[config.mk]
export PLATFORM = sky130hd
export DESIGN_NAME = alu64_issue_ctrl
export DESIGN_NICKNAME = d
export VERILOG_FILES = /design/src/rtl/alu_pkg.sv /design/src/rtl/alu_rsp_fifo.sv /design/src/rtl/alu64_issue_ctrl.sv
export SDC_FILE = /design/constraint.sdc
export NUM_CORES = 1
export LEC_CHECK = 0
export CAP_MARGIN = 40
export CORE_ASPECT_RATIO = 0.8
export CORE_MARGIN = 3
export CORE_UTILIZATION = 50
export DETAILED_ROUTE_END_ITERATION = 8
export PLACE_DENSITY = 0.8
export SYNTH_ARGS = -nofsm -noshare
export SYNTH_HDL_FRONTEND = slang
export SYNTH_SLANG_ARGS = --single-unit
[constraint.sdc]
create_clock -name clk -period 3.9 [get_ports clk]
set_input_delay 0.78 -clock clk [delete_from_list [all_inputs] [get_ports clk]]
set_output_delay 0.78 -clock clk [all_outputs]
set_load 0.005 [all_outputs]
[src/rtl/alu_pkg.sv]
// Shared ALU definitions: datapath width and the opcodes the alu64 datapath understands.
package alu_pkg;

  localparam int unsigned ALU_W    = 64;
  localparam int unsigned ALU_OP_W = 4;

  typedef enum logic [ALU_OP_W-1:0] {
    ALU_ADD = 4'h0,
    ALU_SUB = 4'h1
  } alu_op_e;

endpackage

[src/rtl/alu_rsp_fifo.sv]
// In-order response buffer: registered storage, head entry drives the output, no fall-through.
module alu_rsp_fifo #(
  parameter int unsigned DEPTH = 4,
  parameter int unsigned WIDTH = 68
) (
  input  logic             clk,
  input  logic             rst_n,
  input  logic             i_push,
  input  logic [WIDTH-1:0] i_din,
  input  logic             i_pop,
  output logic [WIDTH-1:0] o_dout,
  output logic             o_full,
  output logic             o_empty
);

  localparam int unsigned AW = $clog2(DEPTH);

  logic [AW:0]      r_wr_ptr;
  logic [AW:0]      r_rd_ptr;
  logic [WIDTH-1:0] r_mem [DEPTH];
  logic             w_wr_en;
  logic             w_rd_en;

  assign w_wr_en = i_push && !o_full;
  assign w_rd_en = i_pop && !o_empty;

  // Extra wrap bit distinguishes full from empty when the index bits match.
  assign o_empty = (r_wr_ptr == r_rd_ptr);
  assign o_full  = (r_wr_ptr[AW] != r_rd_ptr[AW]) &&
                   (r_wr_ptr[AW-1:0] == r_rd_ptr[AW-1:0]);
  assign o_dout  = r_mem[r_rd_ptr[AW-1:0]];

  always_ff @(posedge clk or negedge rst_n) begin
    if (!rst_n) begin
      r_wr_ptr <= '0;
      r_rd_ptr <= '0;
    end else begin
      if (w_wr_en) r_wr_ptr <= r_wr_ptr + (AW+1)'(1);
      if (w_rd_en) r_rd_ptr <= r_rd_ptr + (AW+1)'(1);
    end
  end

  for (genvar g = 0; g < DEPTH; g++) begin : g_entry
    always_ff @(posedge clk or negedge rst_n) begin
      if (!rst_n)                                        r_mem[g] <= '0;
      else if (w_wr_en && (r_wr_ptr[AW-1:0] == AW'(g)))  r_mem[g] <= i_din;
    end
  end

endmodule

[src/rtl/alu64_issue_ctrl.sv]
// Issue-side controller for alu64: credit-gated command issue, fixed-latency result capture,
// and in-order buffered responses.
module alu64_issue_ctrl
  import alu_pkg::*;
#(
  parameter int unsigned ALU_LAT   = 1,
  parameter int unsigned RSP_DEPTH = 4,
  parameter int unsigned TAG_W     = 4
) (
  input  logic                clk,
  input  logic                rst_n,
  input  logic                cmd_valid,
  output logic                cmd_ready,
  input  logic [ALU_OP_W-1:0] cmd_opcode,
  input  logic [ALU_W-1:0]    cmd_a,
  input  logic [ALU_W-1:0]    cmd_b,
  input  logic [TAG_W-1:0]    cmd_tag,
  output logic                alu_valid,
  output logic [ALU_OP_W-1:0] alu_opcode,
  output logic [ALU_W-1:0]    alu_op_a,
  output logic [ALU_W-1:0]    alu_op_b,
  input  logic [ALU_W-1:0]    alu_result,
  output logic                rsp_valid,
  input  logic                rsp_ready,
  output logic [ALU_W-1:0]    rsp_result,
  output logic [TAG_W-1:0]    rsp_tag
);

  localparam int unsigned CW = $clog2(RSP_DEPTH + 1);

  // Tag width is a module parameter, so the response payload is typed here.
  typedef struct packed {
    logic [ALU_W-1:0] result;
    logic [TAG_W-1:0] tag;
  } alu_rsp_t;

  localparam int unsigned RSP_W = $bits(alu_rsp_t);

  logic [CW-1:0]       r_credits;
  logic [ALU_OP_W-1:0] r_opcode;
  logic [ALU_W-1:0]    r_op_a;
  logic [ALU_W-1:0]    r_op_b;
  logic                r_stg_vld [ALU_LAT+1];
  logic [TAG_W-1:0]    r_stg_tag [ALU_LAT+1];

  logic                w_accept;
  logic                w_pop;
  logic                w_push;
  logic                w_full;
  logic                w_empty;
  alu_rsp_t            w_push_data;
  alu_rsp_t            w_head;

  assign cmd_ready = rst_n && (r_credits != '0);
  assign w_accept  = cmd_valid && cmd_ready;
  assign w_pop     = rsp_valid && rsp_ready;

  // One credit per op, held from accept until its response leaves the buffer.
  always_ff @(posedge clk or negedge rst_n) begin
    if (!rst_n)                    r_credits <= CW'(RSP_DEPTH);
    else if (w_accept && !w_pop)   r_credits <= r_credits - CW'(1);
    else if (!w_accept && w_pop)   r_credits <= r_credits + CW'(1);
  end

  always_ff @(posedge clk or negedge rst_n) begin
    if (!rst_n) begin
      r_opcode <= '0;
      r_op_a   <= '0;
      r_op_b   <= '0;
    end else if (w_accept) begin
      r_opcode <= cmd_opcode;
      r_op_a   <= cmd_a;
      r_op_b   <= cmd_b;
    end
  end

  // Stage 0 is the ALU request cycle itself; the last stage lines up with a valid result.
  always_ff @(posedge clk or negedge rst_n) begin
    if (!rst_n) begin
      r_stg_vld[0] <= 1'b0;
      r_stg_tag[0] <= '0;
    end else begin
      r_stg_vld[0] <= w_accept;
      if (w_accept) r_stg_tag[0] <= cmd_tag;
    end
  end

  for (genvar g = 1; g <= ALU_LAT; g++) begin : g_stage
    always_ff @(posedge clk or negedge rst_n) begin
      if (!rst_n) begin
        r_stg_vld[g] <= 1'b0;
        r_stg_tag[g] <= '0;
      end else begin
        r_stg_vld[g] <= r_stg_vld[g-1];
        r_stg_tag[g] <= r_stg_tag[g-1];
      end
    end
  end

  assign alu_valid  = r_stg_vld[0];
  assign alu_opcode = r_opcode;
  assign alu_op_a   = r_op_a;
  assign alu_op_b   = r_op_b;

  assign w_push      = r_stg_vld[ALU_LAT] && !w_full;
  assign w_push_data = '{result: alu_result, tag: r_stg_tag[ALU_LAT]};

  alu_rsp_fifo #(
    .DEPTH (RSP_DEPTH),
    .WIDTH (RSP_W)
  ) u_rsp_fifo (
    .clk     (clk),
    .rst_n   (rst_n),
    .i_push  (w_push),
    .i_din   (w_push_data),
    .i_pop   (w_pop),
    .o_dout  (w_head),
    .o_full  (w_full),
    .o_empty (w_empty)
  );

  assign rsp_valid  = !w_empty;
  assign rsp_result = w_head.result;
  assign rsp_tag    = w_head.tag;

  // Credits reserve a slot for every in-flight op, so a result never meets a full buffer.
  a_no_push_full: assert property (@(posedge clk) disable iff (!rst_n)
                                   !(r_stg_vld[ALU_LAT] && w_full))
    else $error("result arrived while response buffer full");

endmodule
==> summary by stage, run 1 <==
Critical path
The data required time of the worst path is 3120 ps. In this run the worst setup path terminates at rsp_result[36]. The worst setup path is launched from a flop. The launch instance of the worst register-to-register path is u_rsp_fifo.r_rd_ptr[1].

The signal arrival time at the worst endpoint is 2670 ps. The start point of the critical path is u_rsp_fifo.r_rd_ptr[0]. The setup slack of the worst register-to-register path is 1090 ps. In this run the critical register-to-register path is captured at r_credits[2].

For the worst flop-to-flop path, the logic depth is 8. The type of the worst setup path is flop to output port. Along the worst path, the maximum fanout reaches 26. The worst setup path is captured at an output port.

Detailed routing
Dividing the detail-routed wire length by the instance count gives 23.3 um. The remaining design rule violation count is 0. The detail route stage leaves a number of antenna-violating nets equal to 0. In this run, the number of DRC markers left after iteration 0 of detailed routing was 537. The count of vias placed by the detailed router is 10,305. Before antenna repair, the detailed router went through 4 iterations.

The number of vias per cell is 5.36. The total wire length after detailed routing is 44.8 mm.

Yosys
The total number of yosys warnings is 0. The most used flip-flop cell after synthesis is sky130_fd_sc_hd__dfrtp_1. Synthesis produced 1,006 cells. The number of nets produced by synthesis is 1,217.

Dividing the synthesized area by the synthesized cell count gives 17.3 sq um. The count of distinct cell types in the synthesized netlist is 29. The proportion of synthesized flip-flops having asynchronous set or reset is 100%. After synthesis the netlist holds a flip-flop and latch count of 423. The cell area after technology mapping is 17,400 sq um.

After synthesis, flip-flops and latches occupy 60.7% of the total area. The number of enable-type register cells in the synthesized netlist is 0.

Global routing
The total routing resource utilization after global routing is 24.3%. The via count of the first global-routing pass came to 11,526. Entering global routing, the biggest net connects 137 pins. The sum of overflow across all layers after global routing is 0. The first global-routing pass estimated 69.9 mm of wire. The number of antenna violations at the first check in global routing is 7.

Worst hold path
The kind of path behind the tightest hold check is input port to async pin.

Finish
The finished layout cell area is 23,600 sq um. From synthesis to final layout, the design area changed by 35.2%. The finished layout holds 1,921 standard cells, fillers aside. The library cells used most frequently in the layout, excluding fill and tap cells, are sky130_fd_sc_hd__dfrtp_1, sky130_fd_sc_hd__clkdlybuf4s50_1, sky130_fd_sc_hd__mux2_2.

The fraction of layout instances using a drive strength above 1 is 38.5%. The most common cell after layout, fill and taps aside is sky130_fd_sc_hd__dfrtp_1. The final net count is 1,633.

CTS
The clock net sink count is 423. The total of hold buffers inserted after clock tree synthesis is 0. The clock tree from TritonCTS is yes. Clock tree synthesis selected as its root buffer the cell sky130_fd_sc_hd__clkbuf_16. The maximum level of the CTS H-tree is 2. The post-CTS repair timing setup buffer count is 0.

The worst-case clock buffer depth is 3. Clock latency on the worst-skew pair, taken at its later pin, is 540 ps. TritonCTS created 42 clock buffers.

Clock-pin slew was measured on the worst setup and hold paths at 60 ps. The total of cells resized after clock tree synthesis is 0.

Run status
The run finished with clean final reports.

Placement
The placed instances occupy a cell area of 22,200 sq um. The number of placed instances, taps included, is 1,843. The total of buffers placed on input and output ports is 406. After legalization and detailed placement, the total HPWL measured 31.1 mm. The global placer's final weighted congestion is 0.781.

Power and ir drop
Across the VDD grid, the largest voltage drop is 426 uV. The power density relative to cell area is 826 nW/um^2. Summed over all cells, the static leakage comes to 9.75 nW.

Floorplanning
The floorplan has 60 rows. 407 I/O pins were placed. The floorplan step set the die height to 173 um.

The horizontal die dimension is 215 um. The die outline area is 37,200 sq um. The initial utilization of the core area, before any placement, comes to 51.3%. The core footprint is 34,000 sq um.

STA
The final sum of negative setup slack is 0 ps. Headroom to the max-slew limit came out at 37.2%. Setup violations remaining at the end of the flow were counted as 0. In the finished design, the share of the clock period the worst path needs comes to 88.3%. The clock period could shrink to 3450 ps. The number of hold violations in the final report is 0. The final max-slew violation count is 0.

For the pin with the worst max-slew slack, the measured transition is 942 ps. Derived from the worst setup path, the maximum achievable clock frequency is 290 MHz. Setup repair after global routing left no endpoint under its margin.

Across the routed clock network, the largest skew measured is 13.7 ps.

Run
The max-capacitance violation count is 0.
-- logic make-up after synthesis --
family / synth area share, %
AO/OA/AOI/OAI: 0.495
XOR/XNOR: 0.682
adder cells (fa/ha/maj): 0.545
buffers and inverters: 1.97
flip-flops: 60.7
multiplexers: 35.4
AND/OR/NAND/NOR: 0.215
-- synthesized netlist by cell type (2+ instances only) --
cell type                  count  area [sq um]
sky130_fd_sc_hd__mux2_2      394          4440
sky130_fd_sc_hd__clkbuf_1      7          26.3
sky130_fd_sc_hd__buf_2        41           205
sky130_fd_sc_hd__buf_1         2          7.51
sky130_fd_sc_hd__buf_6         4          45.0
sky130_fd_sc_hd__xnor2_2       2          32.5
sky130_fd_sc_hd__buf_4         5          37.5
sky130_fd_sc_hd__o31ai_1       2          15.0
sky130_fd_sc_hd__ha_1          6          75.1
sky130_fd_sc_hd__a31oi_1       4          25.0
sky130_fd_sc_hd__xnor2_1       4          35.0
sky130_fd_sc_hd__inv_1         6          22.5
sky130_fd_sc_hd__mux2i_1       2          20.0
sky130_fd_sc_hd__dfrtp_1     422         10600
sky130_fd_sc_hd__nand2_1       6          22.5
sky130_fd_sc_hd__mux2_1       16           180
sky130_fd_sc_hd__xor2_1        4          35.0
sky130_fd_sc_hd__mux4_2       68          1530
-- sequential cells by signal (all words and copies together), names as in the netlist, 3 cells and up --
name                 count
alu_op_b                64
u_rsp_fifo.r_wr_ptr      3
u_rsp_fifo.r_mem       272
alu_op_a                64
r_stg_tag                8
alu_opcode               4
u_rsp_fifo.r_rd_ptr      3
r_credits                3
-- area by class of cell --
| type | count | area [sq um] |
|---|---|---|
| clock buffers | 68 | 1300 |
| multi-input cells | 518 | 6570 |
| repair buffers | 431 | 4420 |
| fillers | 2287 | 10400 |
| clock inverters | 5 | 75.1 |
| flip-flops and latches | 423 | 10600 |
| diodes | 5 | 12.5 |
| inverters | 6 | 22.5 |
| well taps | 465 | 582 |
-- critical path, cell delays in order, from the launching register on --
cell and delay [ps]:
sky130_fd_sc_hd__dfrtp_4 630, sky130_fd_sc_hd__buf_12 290, sky130_fd_sc_hd__buf_4 230, sky130_fd_sc_hd__mux4_2 500, sky130_fd_sc_hd__clkdlybuf4s50_1 470
-- through the flow --
step	hold slack, ps	worst slack [ps]	utilization, %	power [mW]
after floorplan	349	1440	-	11.4
after global placement	359	768	64.9	15.2
after detailed placement	361	956	65.2	15.5
after CTS	84.0	366	69.3	19.7
after global routing	98.1	282	69.3	20.5
final	95.6	454	69.3	19.5
-- per-layer routing --
layer	up-vias	share of wire (%)	GRT usage [%]
li1	4523	-	-
met1	5429	40	30.7
met2	283	49	39.5
met3	66	8.3	9.03
met4	4	2.2	6.90
met5	-	0.031	0
-- report_power, final --
group / switching, mW / internal (mW) / total, mW
clock: 1.63 / 2.41 / 4.04
sequential: 1.22 / 6.39 / 7.61
combinational: 2.68 / 5.13 / 7.81
-- worst min path at each step --
stage / startpoint / end / slack, ps / depth (start not counted)
after floorplan: r_stg_tag[4] / r_stg_tag[0] / 350 / 0
after global placement: r_stg_tag[7] / r_stg_tag[3] / 360 / 0
after detailed placement: r_stg_tag[5] / r_stg_tag[1] / 360 / 0
after CTS: rst_n / u_rsp_fifo.r_mem[214] / 80 / 1
after global routing: rst_n / u_rsp_fifo.r_mem[214] / 100 / 1
final: rst_n / u_rsp_fifo.r_mem[214] / 100 / 1
No activity file was read; power rests on OpenSTA's default activity.
==> inputs of run 2 (changes only) <==
--- a/config.mk
+++ b/config.mk
@@ -11,6 +11,7 @@
 export CORE_UTILIZATION = 50
 export DETAILED_ROUTE_END_ITERATION = 8
 export PLACE_DENSITY = 0.8
+export RECOVER_POWER = 100
 export SYNTH_ARGS = -nofsm -noshare
 export SYNTH_HDL_FRONTEND = slang
 export SYNTH_SLANG_ARGS = --single-unit
==> run 2 against run 1 <==
Against the previous run:
- the flow now finishes with violations (capacitance limit, slew limit)
- clock skew hardly changed
- critical path depth stayed put
- critical path type unchanged
- sequential share of layout area is 0.24 points higher
- first-iteration DRC count up 7.6%
- fmax down 3.2%
==> summary by stage, run 2 (synthesis gave the netlist of run 1 again) <==
Run status
The flow ran to the end, but the final reports show violations. The final reports fail on capacitance limit, slew limit.

Global routing
The number of antenna violations at the first check in global routing is 7 (unchanged). The global-route wire length before repair was 69.9 mm (unchanged). The total routing resource utilization after global routing is 24.3% (unchanged). The via count of the first global-routing pass is 11,526 (unchanged). The maximum number of pins on one net before global-route repair is 137 (unchanged). The sum of overflow across all layers after global routing is 0 (unchanged).

Critical path
The biggest fanout along the worst timing path is 26 (unchanged). The nature of the critical path startpoint is a flop. By startpoint and endpoint, the worst setup path is classified as flop to output port. The element type at the critical path end is an output port. The data required time of the worst path came to 3120 ps (about the same). The worst reg2reg path depth is 4 (-4). The signal arrival time at the worst endpoint is 2780 ps (+110 ps).

Floorplanning
The vertical extent of the die is 173 um (unchanged). The starting density of the core is 51.3% (unchanged). The number of standard-cell rows in the floorplan is 60 (unchanged).

The number of primary I/O pins is 407 (unchanged). The die outline area was 37,200 sq um (unchanged). The core footprint came to 34,000 sq um (unchanged). The horizontal die dimension was 215 um (unchanged).

STA
The actual transition at the worst max-transition pin came to 2480 ps (+1540 ps). The setup skew after layout came to 13.7 ps (+0.0157 ps). The minimum clock period after layout is 3560 ps (+112 ps). Setup repair after global routing left no endpoint under its margin. The count of endpoints failing setup in the final report is 0 (unchanged). The number of hold violations in the final report is 0 (unchanged). The headroom to the max-slew limit was -65.6% (-100 points).

The final sum of negative setup slack came to 0 ps (unchanged). The final max-slew violation count is 186 (+186). The top achievable clock speed is 281 MHz (-3.2%). The final worst-path cycle share is 91.2% (+2.9 points).

Detailed routing
The iteration count of the initial detailed-routing pass is 4 (unchanged). The total wire length after detailed routing came to 44.7 mm (-0.11%). The antenna violation net count after detailed routing came to 0 (unchanged). The remaining design rule violation count is 0 (unchanged).

The count of vias placed by the detailed router is 10,307 (+0.019%). The number of vias per cell is 5.37 (about the same). The initial detailed-routing violation count is 578 (+7.6%). The average wire length per cell after detail routing came to 23.3 um (-0.11%).

CTS
The total of cells resized after clock tree synthesis is 0 (unchanged). The clock net sink count is 423 (unchanged). The CTS buffer count is 42 (unchanged). The clock network latency to the later pin of the worst-skew pair is 540 ps (about the same). The post-CTS repair timing setup buffer count is 0 (unchanged). The worst-case clock buffer depth is 3 (unchanged). The maximum level of the CTS H-tree came to 2 (unchanged).

The total of hold buffers inserted after clock tree synthesis came to 0 (unchanged). CTS placed an instance of sky130_fd_sc_hd__clkbuf_16 at the clock tree root. The clock tree from TritonCTS is yes. The clock slew at the register clock pins of the worst setup and hold paths is 60 ps (about the same).

Placement
The global placer's final weighted congestion is 0.781 (unchanged). The HPWL reported at the end of detailed placement was 31.1 mm (unchanged). The number of cells in the design after placement is 1,843 (unchanged). The total of buffers placed on input and output ports is 406 (unchanged).

Finish
The fraction of layout instances using a drive strength above 1 came to 38.0% (-0.41 points). The number of cells in the finished layout apart from fillers was 1,921 (unchanged). The final net count was 1,633 (unchanged).

In the layout the commonest cells are sky130_fd_sc_hd__dfrtp_1, sky130_fd_sc_hd__mux2_2, sky130_fd_sc_hd__clkdlybuf4s50_1. The flip-flop count of the largest register after layout is 272 (unchanged). The layout overhead on the synthesized area is 34.5%. More flip-flops sit in one register than any other, and that register is u_rsp_fifo.r_mem.

The most common cell after layout, fill and taps aside is sky130_fd_sc_hd__dfrtp_1.

Power and ir drop
The static leakage power was 9.80 nW (+0.50%). The worst supply voltage drop on vdd is 407 uV (-4.5%). The power density relative to cell area was 809 nW/um^2 (-2.1%).

Worst hold path
The worst hold path belongs to the class input port to async pin.

Run
The max-capacitance violation count came to 2 (+2).
==> run 2: area by class of cell <==
class                   instances  area, sq um
clock inverters                 5         75.1
multi-input cells             518         6540
repair buffers                431         4320
fillers                      2312        10600
inverters                       6         22.5
clock buffers                  68         1300
flip-flops and latches        423        10600
well taps                     465          582
diodes                          5         12.5
==> run 2: worst paths after layout <==
check                                       start               endpoint  slack (ps)
setup / recovery           u_rsp_fifo.r_rd_ptr[0]         rsp_result[33]         340
hold / removal                              rst_n  u_rsp_fifo.r_mem[214]         100
setup reg to reg           u_rsp_fifo.r_rd_ptr[1]   u_rsp_fifo.r_mem[90]         480
hold reg to reg                      r_stg_tag[5]           r_stg_tag[1]         370
max in group asynchronous                   rst_n  u_rsp_fifo.r_mem[112]         730
min in group clk                     r_stg_tag[5]           r_stg_tag[1]         370
==> run 2: worst max-delay path, stage by stage, from the launching register on <==
cell and delay (ps):
sky130_fd_sc_hd__dfrtp_4 630, sky130_fd_sc_hd__buf_12 290, sky130_fd_sc_hd__buf_4 200, sky130_fd_sc_hd__mux4_2 500
sky130_fd_sc_hd__dlygate4sd3_1 610
==> run 2: routing by layer <==
metal / wire [um] / part of all wire, % / up-vias / track usage, %
met5: 14 / 0.031 / - / 0
met4: 973 / 2.2 / 4 / 6.90
met3: 3670 / 8.2 / 63 / 9.03
met2: 22000 / 49 / 282 / 39.5
met1: 18000 / 40 / 5422 / 30.7
li1: - / - / 4536 / -
==> run 2: report_power, final <==
part	total, mW	internal [mW]	leakage, nW	switching (mW)
Combinational	7.33	4.70	4.07	2.63
Sequential	7.58	6.39	5.05	1.19
Clock	4.04	2.41	0.676	1.64
Total	19.0	13.5	9.80	5.46
==> run 2: through the flow <==
| stage | power [mW] | utilization [%] | instance area (sq um) | setup slack (ps) | hold slack [ps] |
|---|---|---|---|---|---|
| final | 19.0 | 68.9 | 23400 | 342 | 98.5 |
| after global routing | 20.0 | 68.9 | 23400 | 173 | 97.9 |
| after CTS | 19.7 | 69.3 | 23600 | 366 | 84.0 |
| after detailed placement | 15.5 | 65.2 | 22200 | 956 | 361 |
| after global placement | 15.2 | 64.9 | 22100 | 768 | 359 |
| after floorplan | 11.4 | - | 17400 | 1440 | 349 |
